File: src/rtl/spi_regfile_pkg.sv
// Shared types and helpers for the SPI register-file peripheral.
package spi_regfile_pkg;

  typedef enum logic [2:0] {
    IDLE,
    CMD,
    ADDR,
    DATA,
    FULL,
    OVER
  } state_e;

  localparam logic RW_WRITE = 1'b1;
  localparam logic RW_READ  = 1'b0;

  function automatic int frame_len(input int addr_w, input int data_w);
    return 1 + addr_w + data_w;
  endfunction

endpackage

File: src/rtl/spi_sync_edge.sv
// Multi-flop synchroniser for one async SPI pin with edge pulses
// derived from a history flop behind the last sync stage.
module spi_sync_edge #(
  parameter int   STAGES  = 2,
  parameter logic RST_VAL = 1'b0
) (
  input  logic clk,
  input  logic rst_n,
  input  logic d,
  output logic q,
  output logic rise,
  output logic fall
);

  logic [STAGES-1:0] chain_q, chain_d;
  logic              hist_q, hist_d;

  always_comb begin
    chain_d = {chain_q[STAGES-2:0], d};
    hist_d  = chain_q[STAGES-1];
  end

  always_ff @(posedge clk) begin
    if (!rst_n) begin
      chain_q <= {STAGES{RST_VAL}};
      hist_q  <= RST_VAL;
    end else begin
      chain_q <= chain_d;
      hist_q  <= hist_d;
    end
  end

  assign q    = chain_q[STAGES-1];
  assign rise = q & ~hist_q;
  assign fall = ~q & hist_q;

endmodule

File: src/rtl/spi_regfile_rw.sv
// SPI mode-0 register file: write frames update registers,
// read frames shift the addressed register out on CIPO.
module spi_regfile_rw
  import spi_regfile_pkg::*;
#(
  parameter int ADDR_W      = 7,
  parameter int DATA_W      = 8,
  parameter int NUM_REGS    = 5,
  parameter int SYNC_STAGES = 2,
  parameter logic [NUM_REGS*DATA_W-1:0] RESET_VAL = '0
) (
  input  logic                       clk,
  input  logic                       rst_n,
  input  logic                       sclk,
  input  logic                       ncs,
  input  logic                       copi,
  output logic                       cipo,
  output logic                       cipo_oe,
  output logic [NUM_REGS*DATA_W-1:0] regs_out,
  output logic [NUM_REGS-1:0]        wr_stb,
  output logic                       frame_err
);

  localparam int FL    = frame_len(ADDR_W, DATA_W);
  localparam int CNT_W = $clog2(FL + 2);

  logic sclk_lvl_unused, sclk_rise, sclk_fall;
  logic ncs_s, ncs_rise, ncs_fall;
  logic copi_s, copi_rise_unused, copi_fall_unused;

  spi_sync_edge #(.STAGES(SYNC_STAGES), .RST_VAL(1'b0)) u_sclk (
    .clk(clk), .rst_n(rst_n), .d(sclk),
    .q(sclk_lvl_unused), .rise(sclk_rise), .fall(sclk_fall)
  );
  spi_sync_edge #(.STAGES(SYNC_STAGES), .RST_VAL(1'b1)) u_ncs (
    .clk(clk), .rst_n(rst_n), .d(ncs),
    .q(ncs_s), .rise(ncs_rise), .fall(ncs_fall)
  );
  spi_sync_edge #(.STAGES(SYNC_STAGES), .RST_VAL(1'b0)) u_copi (
    .clk(clk), .rst_n(rst_n), .d(copi),
    .q(copi_s), .rise(copi_rise_unused), .fall(copi_fall_unused)
  );

  state_e              state_q, state_d;
  logic [CNT_W-1:0]    cnt_q, cnt_d, cnt_nxt;
  logic [FL-1:0]       sh_q, sh_d, sh_nxt;
  logic [DATA_W-1:0]   out_q, out_d;
  logic                rd_q, rd_d;
  logic                wr_en_q, wr_en_d;
  logic [ADDR_W-1:0]   wr_addr_q, wr_addr_d;
  logic [DATA_W-1:0]   wr_data_q, wr_data_d;
  logic                err_q, err_d;
  logic                frame_err_q;
  logic                samp, wa_hit;
  logic [DATA_W-1:0]   rd_val;

  function automatic state_e state_of(input logic [CNT_W-1:0] c);
    if (c == '0) return CMD;
    if (c < CNT_W'(1 + ADDR_W)) return ADDR;
    if (c < CNT_W'(FL)) return DATA;
    if (c == CNT_W'(FL)) return FULL;
    return OVER;
  endfunction

  // The bit is counted before commit, so sclk/ncs rising together still count.
  assign samp    = (state_q != IDLE) && sclk_rise && !ncs_fall;
  assign sh_nxt  = samp ? {sh_q[FL-2:0], copi_s} : sh_q;
  assign cnt_nxt = (samp && cnt_q != CNT_W'(FL + 1))
                 ? cnt_q + CNT_W'(1) : cnt_q;

  always_comb begin
    rd_val = '0;
    wa_hit = 1'b0;
    for (int i = 0; i < NUM_REGS; i++) begin
      if (sh_nxt[ADDR_W-1:0] == ADDR_W'(i))
        rd_val = regs_out[i*DATA_W +: DATA_W];
      if (sh_nxt[DATA_W +: ADDR_W] == ADDR_W'(i))
        wa_hit = 1'b1;
    end
  end

  always_comb begin
    state_e st;
    st        = samp ? state_of(cnt_nxt) : state_q;
    state_d   = state_q;
    cnt_d     = cnt_nxt;
    sh_d      = sh_nxt;
    out_d     = out_q;
    rd_d      = rd_q;
    wr_en_d   = 1'b0;
    wr_addr_d = wr_addr_q;
    wr_data_d = wr_data_q;
    err_d     = 1'b0;
    if (ncs_fall) begin
      state_d = CMD;
      cnt_d   = '0;
      sh_d    = '0;
      out_d   = '0;
      rd_d    = 1'b0;
    end else if (state_q != IDLE) begin
      state_d = st;
      if (samp && cnt_nxt == CNT_W'(1 + ADDR_W)
          && sh_nxt[ADDR_W] == RW_READ) begin
        out_d = rd_val;
        rd_d  = 1'b1;
      end else if (sclk_fall && rd_q && state_q == DATA
                   && cnt_q > CNT_W'(1 + ADDR_W)) begin
        out_d = {out_q[DATA_W-2:0], 1'b0};
      end
      if (ncs_rise) begin
        state_d = IDLE;
        unique case (1'b1)
          (st != FULL): err_d = 1'b1;
          (st == FULL && sh_nxt[FL-1] == RW_WRITE && wa_hit): begin
            wr_en_d   = 1'b1;
            wr_addr_d = sh_nxt[DATA_W +: ADDR_W];
            wr_data_d = sh_nxt[DATA_W-1:0];
          end
          default: ;
        endcase
      end
    end
  end

  always_ff @(posedge clk) begin
    if (!rst_n) begin
      state_q     <= IDLE;
      cnt_q       <= '0;
      sh_q        <= '0;
      out_q       <= '0;
      rd_q        <= 1'b0;
      wr_en_q     <= 1'b0;
      wr_addr_q   <= '0;
      wr_data_q   <= '0;
      err_q       <= 1'b0;
      frame_err_q <= 1'b0;
    end else begin
      state_q     <= state_d;
      cnt_q       <= cnt_d;
      sh_q        <= sh_d;
      out_q       <= out_d;
      rd_q        <= rd_d;
      wr_en_q     <= wr_en_d;
      wr_addr_q   <= wr_addr_d;
      wr_data_q   <= wr_data_d;
      err_q       <= err_d;
      frame_err_q <= err_q;
    end
  end

  for (genvar i = 0; i < NUM_REGS; i++) begin : g_reg
    logic              hit;
    logic [DATA_W-1:0] r_q, r_d;
    logic              stb_q;

    assign hit = wr_en_q && (wr_addr_q == ADDR_W'(i));

    always_comb r_d = hit ? wr_data_q : r_q;

    always_ff @(posedge clk) begin
      if (!rst_n) begin
        r_q   <= RESET_VAL[i*DATA_W +: DATA_W];
        stb_q <= 1'b0;
      end else begin
        r_q   <= r_d;
        stb_q <= hit;
      end
    end

    assign regs_out[i*DATA_W +: DATA_W] = r_q;
    assign wr_stb[i] = stb_q;
  end

  assign cipo = (rd_q && state_q == DATA && !ncs_s)
              ? out_q[DATA_W-1] : 1'b0;
  assign cipo_oe   = ~ncs_s;
  assign frame_err = frame_err_q;

endmodule

File: config.mk
export PLATFORM = sky130hd
export DESIGN_NAME = spi_regfile_rw
export DESIGN_NICKNAME = d
export VERILOG_FILES = /design/src/rtl/spi_regfile_pkg.sv /design/src/rtl/spi_sync_edge.sv /design/src/rtl/spi_regfile_rw.sv
export SDC_FILE = /design/constraint.sdc
export NUM_CORES = 1
export LEC_CHECK = 0
export CORE_MARGIN = 1.5
export CORE_UTILIZATION = 50
export CTS_CLUSTER_SIZE = 25
export DETAILED_ROUTE_END_ITERATION = 6
export PLACE_DENSITY = 0.83
export REMOVE_ABC_BUFFERS = 1
export SYNTH_ARGS = -nofsm -noshare
export SYNTH_HDL_FRONTEND = slang
export SYNTH_SLANG_ARGS = --single-unit
File: constraint.sdc
create_clock -name clk -period 2.1 [get_ports clk]
set_clock_uncertainty 0.05 [all_clocks]
set_input_delay 0.21 -clock clk [delete_from_list [all_inputs] [get_ports clk]]
set_output_delay 0.21 -clock clk [all_outputs]
set_load 0.03 [all_outputs]
## Word-level counts from Yosys, hierarchy flattened

Index checks and enable logic that the tools add are counted.

| operators by class | value |
|---|---|
| add/subtract/negate cells | 1 |
| $lt $le $gt $ge | 3 |
| eq/ne operators | 18 |
| multiplexer cells | 39 |
| bitwise operators | 13 |
| reduce and logical (&&, ||, !) cells | 31 |

Operators by type and width:

| cell | count |
|---|---|
| two-way mux 8 bit | 7 |
| equality test 7 x 2 -> 1 bit, second input constant | 6 |
| two-way mux 3 bit | 10 |
| equality test 7 x 1 -> 1 bit, second input constant | 3 |
| equality test 7 x 3 -> 1 bit, second input constant | 3 |
| logical NOT 7 bit | 3 |
| two-way mux 1 bit | 20 |
| logical AND 1 bit | 17 |
| two-way mux 16 bit | 1 |
| inverter 1 bit | 9 |
| adder 5 x 1 -> 5 bit, second input constant | 1 |
| equality test 5 x 4 -> 1 bit, second input constant | 1 |
| equality test 5 bit, second input constant | 1 |
| greater-than comparator 5 x 4 -> 1 bit, second input constant | 1 |
| logical NOT 5 bit | 1 |
| less-than comparator 5 x 4 -> 1 bit, second input constant | 1 |
| less-than comparator 5 bit, second input constant | 1 |
| two-way mux 5 bit | 1 |
| inequality test 5 bit, second input constant | 1 |
| bitwise AND 1 bit | 4 |
| AND reduction 2 bit | 2 |
| AND reduction 4 bit | 1 |
| nonzero test 2 bit | 2 |
| OR reduction 4 bit | 1 |
| 6 further kinds | 7 |

| storage, ports and cells | value |
|---|---|
| register bits | 104 |
| input port bits | 5 |

## Longest topological paths before layout

Gate-level depths: netlist of run 1.

| logic depth | value |
|---|---|
| depth in word-level cells | 23 |
| gate-level depth with buffers | 9 |

## Modules after synthesis

Synthesis of run 1 repeated with hierarchy kept, for this count alone.

| unflattened totals | value |
|---|---|
| cells, all modules | 520 |
| area, all modules | 4,845.9 µm² |

By module, submodules not included:

| module | instances | cells an instance | area each (µm²) | seq. area each (µm²) |
|---|---|---|---|---|
| spi_regfile_rw | 1 | 496 | 4,571.9 | 1,921.8 |
| spi_sync_edge | 3 | 8 | 91.3 | 60.1 |

## Worst setup path before layout of run 1

No wires, ideal clock.

| timing path | value |
|---|---|
| path type | reg2reg |
| from | register cnt_q[0] |
| to | register out_q[1] |
| library setup time | 0.088 ns |
| arrival time | 2.082 ns |
| path slack | -0.120 ns |
| cell stages (with the launch flop) | 9 |
| cell sequence | dfxtp_1 -> ha_1 -> nand3_1 -> xnor2_1 -> or4b_1 -> nor3_4 -> buf_6 -> nor3_1 -> nor4_2 |

| between the ends | value |
|---|---|
| cells in the longest elaborated chain, start to end | 8 |

Ends and longest elaborated chain:

| what | line | source |
|---|---|---|
| start, declared | spi_regfile_rw.sv:45 | `logic [CNT_W-1:0] cnt_q, cnt_d, cnt_nxt;` |
| start signal, assigned | spi_regfile_rw.sv:139 | `cnt_q <= cnt_d;` |
| branches (longest 8 deep; another with adder 5 x 1 -> 5 bit) | -- |  |
| end signal, assigned | spi_regfile_rw.sv:141 | `out_q <= out_d;` |
| end, declared | spi_regfile_rw.sv:47 | `logic [DATA_W-1:0] out_q, out_d;` |

Parallel ways; which one is timed is not known.
A chain may end at the register's enable or synchronous reset.

## Final worst setup path of run 1

| timing path | value |
|---|---|
| from | register cnt_q[1] |
| to | register wr_data_q[4] |

| between the ends | value |
|---|---|
| cells in the longest elaborated chain, start to end | 17 |

Ends and longest elaborated chain:

| what | line | source |
|---|---|---|
| branches (longest 2 deep; another with adder 5 x 1 -> 5 bit) | -- |  |
| two-way mux 5 bit (*) | spi_regfile_rw.sv:69 | `? cnt_q + CNT_W'(1) : cnt_q;` |
| branches (longest 8 deep; another with less-than comparator 5 x 4 -> 1 bit) | -- |  |
| two-way mux 3 bit (*) | spi_regfile_rw.sv:59 | `if (c < CNT_W'(1 + ADDR_W)) return ADDR;` |
| two-way mux 3 bit (*) | spi_regfile_rw.sv:84 | `st = samp ? state_of(cnt_nxt) : state_q;` |
| equality test 3 bit (*) | spi_regfile_rw.sv:114 | `(st == FULL && sh_nxt[FL-1] == RW_WRITE && wa_hit): begin` |
| logical AND 1 bit (*) (2 in series) | spi_regfile_rw.sv:114 |  |
| AND reduction 4 bit (no source line) (*) | -- |  |
| end signal, assigned | spi_regfile_rw.sv:145 | `wr_data_q <= wr_data_d;` |
| end, declared | spi_regfile_rw.sv:51 | `logic [DATA_W-1:0] wr_data_q, wr_data_d;` |

Every way passes the cells marked *. The select of a mux whose other input is x is not followed.

==> impl_results.md, run 1 <==
- Register bit total from synthesis: 104
- Core area: 9153 um^2
- Aggregate routed wire length: 13380 um
- Cell internal pwr: about 2.5 mW
- Synth async-reset ratio: 0%
- Routed vias: roughly 4400
- Clock buffer count from CTS: 9
- Post-synth EDFFs: 0
- Worst setup EP type: register
- Antenna-violating nets left: 0
- Total I/O pin count: 53
- Clk sinks: 104
- Antenna violations before repair: 0
- Min-delay src: ncs
- Largest cells by area after synthesis: dfxtp_1, mux2i_1, nor2_1
- Syn. warnings: 0
- Crit Path Max Fanout: 5
- Max Slew Vio Count: 0
- Row count: 35
- Most common cell in the netlist: dfxtp_1
- Post-DP Area: roughly 5700 um^2
- CP cell instances: inv_2, ha_4, and4bb_2, nor4_4, mux2_4, a41oi_4, buf_6, nor4_1, nor3_1
- RD Place Congestion: between 0.9 and 1
- # DRC: 0
- Switching share of power: between 20 and 30%
- Syn-to-layout area delta: 33.76%
- Clk root buf: clkbuf_8
- Global route total overflow: 0
- HP Class: in2reg
- Layout cells sized above 1: between 20% and 30%
- Power, Total: 3.391 mW
- DP HPWL: around 9000 um
- Synth Instances: 513
- Sw power: approximately 0.88 mW
- Vias in the first global route: roughly 4200
- Leakage: ~2.3 nW
- Clock transition at path regs: approximately 0.10 ns
- Syn avg cell area: 9.073 um^2
- Yosys top cell area share: 44.73%
- Slew headroom: between 60 and 70%
- Combinational fraction of design power: under 10%
- PD cells: 544.7 nW/um^2
- Actual slew at the worst max-slew pin: around 0.53 ns
- Initial DRT Pass Iterations: 5
- CP Data Required Time: ~2.3 ns
- Tot GR Track Use: between 20 and 30%
- Later-pin clock latency in the skew report: approximately 0.37 ns
- CTS tree: done
- First-pass GRT wire length: 20290 um
- Startpoint Class: register
- Slowest library cell on the worst path: mux2_4
- Upper clock frequency limit: approximately 430 MHz
- MaxCap Viol Count: 0
- Die X: between 90 and 100 um
- Sequential Power Share: between 50% and 60%
- Critical path arrival: between 2 and 3 ns
- Final net count: between 600 and 700
- Hold Fails Final Rpt: 0
- Number of diodes: 0
- Initial Util: around 50%
- Hold buffer count at CTS: 0
- Setup CP Type: reg2reg
- Most frequent cells after synthesis: dfxtp_1, nor2_1, nand2_1
- Synthesized cell area: around 4700 um^2
- Synth area leader: dfxtp_1
- Setup ws final: -0.2315 ns
- Main synth FF type: dfxtp_1
- RSZ-0062 raised after global routing: true
- Failing checks: negative setup slack
- Largest stage delay, worst path: 0.39 ns
- CTS HTree Levels: 3
- Util after Layout: between 60% and 70%
- Netlist cell types: a little over 60
- Final setup viols: 26
- Worst Setup SP: cnt_q[1]
- Peak supply drop: ~500 uV
- Die Span Y: about 100 um
- Outcome: finished, violations left
- Die area: roughly 9900 um^2
- Largest net degree at the start of global routing: 56
- Clock power frac: a little under two fifths
- Period Utilization, post-route: 111.0%
- DR WL/cell: approximately 18 um
- Post-DR vias/cell: approximately 6.0
- Final Cell Area: ~6200 um^2
- Clock Path Buffers: 2
- Worst reg2reg startpoint: cnt_q[1]
- Post-synthesis sequential area ratio: 44.73%
- Final min period: about 2.3 ns
- Port Buffers: between 50 and 60
- Initial DRC Count: about 380
- FILL cells: ~680
-- worst paths after layout --
path | slack, ns | to | cells after the start
max | -0.23 | wr_data_q[4] | 9
min | 0.34 | u_ncs.chain_q[0] | 2
min reg2reg | 0.37 | u_ncs.chain_q[1] | 1
max reg2reg | -0.23 | wr_data_q[4] | 9
-- worst max-delay path, delay by kind of cell (launching register included) --
kind / cells / cell delay, ns
simple gates: 4 / 0.78
flops: 1 / 0.35
mux: 1 / 0.39
buf+inv: 2 / 0.23
fa+ha+maj: 1 / 0.15
compound gates: 1 / 0.29
-- cell usage in the layout, fill, tap and decap left out, drive strengths merged, types with 10 or more instances in the layout --
cell type / n
buf: 75
and2: 11
a22oi: 12
mux2i: 43
nor3: 30
inv: 10
nand2: 50
nor4: 23
dfxtp: 104
clkdlybuf4s50: 51
nor2: 70
a21oi: 31
-- flip-flops by register name, summed over array words and instances (netlist names), 3 cells and up --
name       flops
cnt_q          5
g.r_q         40
g.stb_q        5
out_q          8
sh_q          16
state_q        3
wr_addr_q      7
wr_data_q      8
-- area by class of cell --
class / instances / area (um^2) / area share (%)
Multi-Input combinational cell: 365 / 2620 / 42.08
Timing Repair Buffer: 127 / 1156 / 18.57
Inverter: 6 / 22.52 / 0.3617
Sequential cell: 104 / 2087 / 33.52
Tap cell: 111 / 138.9 / 2.231
Clock buffer: 9 / 123.9 / 1.990
Clock inverter: 7 / 77.57 / 1.246
-- per-stage QoR --
step                      hold slack, ns  worst slack [ns]  TNS (ns)  cells
final                             0.3398           -0.2315    -4.242    729
after CTS                         0.3402           -0.1882    -3.794    724
after global placement            0.3450           -0.3005    -4.192    702
after detailed placement          0.3440           -0.3498    -6.187    702
after global routing              0.3485           -0.3058    -6.212    729
after floorplan                   0.2330           -0.6093    -15.71    474
-- per-layer routing --
layer | track usage (%) | wire length (um)
met5 | 0 | 0
met4 | 8.126 | 434
met3 | 6.465 | 837
met2 | 44.26 | 6596
met1 | 31.63 | 5507
-- repair_timing --
action	4_1_cts	5_1_grt
resized for setup	31	29
endpoints found under the setup margin	27	36
buffers inserted	6	3
pin swaps	15	18
cloned	0	2
-- power groups by stage --
stage                     Sequential, mW  Clock (mW)  Combinational, mW
final                               1.99        1.25              0.156
after global routing                1.99        1.36              0.167
after CTS                           1.98        1.26              0.145
after detailed placement            2.03           0              0.132
after global placement              2.03           0              0.130
after floorplan                     2.03           0             0.0597
-- cell families (layout without fill, tap and decap cells) --
| group | Yosys count | count (layout) | synth area share, % |
|---|---|---|---|
| flip-flops | 104 | 104 | 44.73 |
| adder cells (fa/ha/maj) | 3 | 3 | 0.8065 |
| XOR/XNOR | 5 | 5 | 0.9408 |
| multiplexers | 46 | 46 | 10.05 |
| AO/OA/AOI/OAI | 77 | 78 | 11.69 |
| AND/OR/NAND/NOR | 233 | 233 | 27.12 |
| buffers and inverters | 45 | 149 | 4.650 |
(Power assumes the default switching activity.)
==> run 2: changes to the inputs <==
==> constraint.sdc (replaced) <==
create_clock -name clk -period 2.1 [get_ports clk]
set_clock_uncertainty 0.05 [all_clocks]
set_input_delay 0.42 -clock clk [delete_from_list [all_inputs] [get_ports clk]]
set_output_delay 0.42 -clock clk [all_outputs]
set_load 0.03 [all_outputs]
==> run 2 against run 1 <==
The flow still finishes with violations (negative setup slack). Sequential power barely moved. Non-clock buffer count rose by 5. Sequential share of layout area fell by 0.38 points. Highest routed layer unchanged. Critical endpoint is now out_q[4]. Critical path type unchanged.
==> impl_results.md, run 2 (synthesis gave the netlist of run 1 again) <==
- Initial DRC Count: 302 (-21%)
- Antenna-violating nets left: 0 (unchanged)
- Peak supply drop: 420.3 uV (-16%)
- DR WL/cell: 19.36 um (+5.5%)
- Routed vias: 4468 (+1.6%)
- # DRC: 0 (unchanged)
- Clock power frac: 36.6% (-0.2 points)
- Upper clock frequency limit: 438.1 MHz (+2.1%)
- Die area: 9896 um^2 (unchanged)
- Global-route met3 utilization: 6.535% (+0.070 points)
- Total I/O pin count: 53 (unchanged)
- Worst reg2reg startpoint: sh_q[3]
- Largest Register: g.r_q
- Post-DR vias/cell: 6.095 (+1.0%)
- Period Utilization, post-route: 108.7% (-2.3 points)
- Combinational fraction of design power: 4.7% (about the same)
- Max FFs per register: 40 (unchanged)
- Hold depth: 1 (-1)
- PD cells: 535.2 nW/um^2 (-1.7%)
- Fin Setup TNS: -3.442 ns (+0.7997 ns)
- R2r endpoint: out_q[4]
- CP Data Required Time: 2.35 ns (about the same)
- RSZ-0062 raised after global routing: true
- Syn-to-layout area delta: 35.70%
- Number of diodes: 0 (unchanged)
- Final min period: 2.282 ns (-0.04903 ns)
- Worst setup EP type: register
- First-pass GRT wire length: 21480 um (+5.9%)
- Die X: 99.48 um (unchanged)
- Die Span Y: 99.48 um (unchanged)
- Clock buffer count from CTS: 9 (unchanged)
- WHS Endpoint: u_ncs.chain_q[1]
- Critical path arrival: 2.54 ns (-0.03 ns)
- Clock transition at path regs: 0.10 ns (about the same)
- Largest net degree at the start of global routing: 44 (-21%)
- Min-delay src: u_ncs.chain_q[0]
- Cell internal pwr: 2.533 mW (+0.77%)
- Most frequent cells in the layout: dfxtp_1, buf_4, nor2_1
- Tot GR Track Use: 27.67% (+2.0 points)
- Clk sinks: 104 (unchanged)
- MaxCap Viol Count: 0 (unchanged)
- Later-pin clock latency in the skew report: 0.38 ns (about the same)
- Actual slew at the worst max-slew pin: 0.5934 ns (+0.06704 ns)
- RD Place Congestion: 0.9365 (+1.9%)
- Initial DRT Pass Iterations: 5 (unchanged)
- HP Class: reg2reg
- Most common cell after layout, fill and taps aside: dfxtp_1
- FILL cells: 634 (-7.0%)
- Leakage: 2.336 nW (+2.7%)
- Aggregate routed wire length: 14190 um (+6.1%)
- Antenna violations before repair: 0 (unchanged)
- Clock Path Buffers: 2 (unchanged)
- Sw power: 0.8478 mW (-3.4%)
- Final net count: 625 (+0.64%)
- Pre-CTS setup slack: -0.2608 ns (+0.08893 ns)
- Power, Total: 3.380 mW (-0.32%)
- Setup CP Type: reg2reg
- CTS tree: done
- Outcome: finished, violations left
- Met1 Use GR: 34.43% (+2.8 points)
- Clk root buf: clkbuf_8
- Vias in the first global route: 4244 (+0.93%)
- Initial Util: 50.85% (unchanged)
- Crit Path Max Fanout: 5 (unchanged)
- Largest registers: g.r_q (40), sh_q (16)
- Global route total overflow: 0 (unchanged)
- CTS HTree Levels: 3 (unchanged)
- GR Util met2: 46.05% (+1.8 points)
- Most congested layer reported by global routing: met2
- Core area: 9153 um^2 (unchanged)
- Port Buffers: 52 (unchanged)
- Max Slew Vio Count: 0 (unchanged)
- Final setup viols: 28 (+7.7%)
- Hold Fails Final Rpt: 0 (unchanged)
- DP HPWL: 8875 um (-0.87%)
- Startpoint Class: register
- Row count: 35 (unchanged)
- R2r setup slk: -0.18 ns (+0.05 ns)
- Setup ws final: -0.1825 ns (+0.04903 ns)
- Layout cells sized above 1: 27.49% (+1.8 points)
- Switching share of power: 25.08% (-0.81 points)
- Slew headroom: 60.44% (-3.9 points)
- Failing checks: negative setup slack
- FF-to-FF path depth: 6 (-3)
- Sequential Power Share: 58.7% (+0.2 points)
run 2: cell count changes in the layout (fill, tap and decap cells not counted), moves of 3 or more:
cell,previous run,this run
and3_1,2,6
and3_4,4,0
a21oi_1,31,25
a21oi_2,0,6
o31ai_1,4,1
dfxtp_1,100,97
nor4_1,7,11
buf_12,5,8
run 2: power groups by stage:
stage / Combinational (mW) / Clock, mW / Sequential (mW)
after floorplan: 0.0597 / 0 / 2.03
after global routing: 0.165 / 1.32 / 1.99
after detailed placement: 0.133 / 0 / 2.03
after global placement: 0.131 / 0 / 2.03
after CTS: 0.145 / 1.25 / 1.98
final: 0.158 / 1.24 / 1.98
run 2: worst max-delay path by stage:
stage	from	to	depth (start not counted)	slack [ns]
after floorplan	u_sclk.hist_q	wr_addr_q[0]	6	-0.61
after global placement	state_q[1]	out_q[2]	7	-0.25
after detailed placement	state_q[1]	out_q[2]	7	-0.26
after CTS	cnt_q[1]	err_q	9	-0.15
after global routing	cnt_q[1]	wr_data_q[6]	9	-0.29
final	sh_q[3]	out_q[4]	6	-0.18
run 2: layer usage:
layer	part of all wire, %	wire length, um	vias to the layer above
li1	-	-	2040
met1	40	5672	2145
met3	7.4	1051	61
met4	3.5	493	0
met5	0	0	-
met2	49	6971	222
run 2: critical path, stage by stage, from the launching register on:
cell      delay [ns]
dfxtp_1         0.38
nor3_1          0.42
nand2_1         0.13
o32ai_2         0.57
a222oi_1        0.20
and3b_1         0.23
nor4_2          0.22
run 2: area by class of cell:
class / instances / area [um^2] / share of cell area, %
Clock inverter: 6 / 61.31 / 0.9707
Sequential cell: 104 / 2093 / 33.14
Clock buffer: 10 / 137.6 / 2.179
Multi-Input combinational cell: 364 / 2623 / 41.52
Tap cell: 111 / 138.9 / 2.199
Inverter: 6 / 22.52 / 0.3566
Timing Repair Buffer: 132 / 1240 / 19.63
run 2: timing repair:
action,4_1_cts,5_1_grt
setup buffers,11,2
gates resized for setup,40,31
setup endpoints to repair,27,38
gates cloned,1,0
hold buffers,0,0
pin swaps,14,11
run 2: stage by stage:
step | cells | area, um^2 | hold slack (ns) | utilization, %
final | 733 | 6316 | 0.3675 | 69.01
after global routing | 733 | 6316 | 0.3781 | 69.01
after CTS | 732 | 6196 | 0.3677 | 67.70
after detailed placement | 704 | 5708 | 0.3433 | 62.37
after global placement | 704 | 5708 | 0.3435 | 62.37
after floorplan | 474 | 4461 | 0.3363 | -
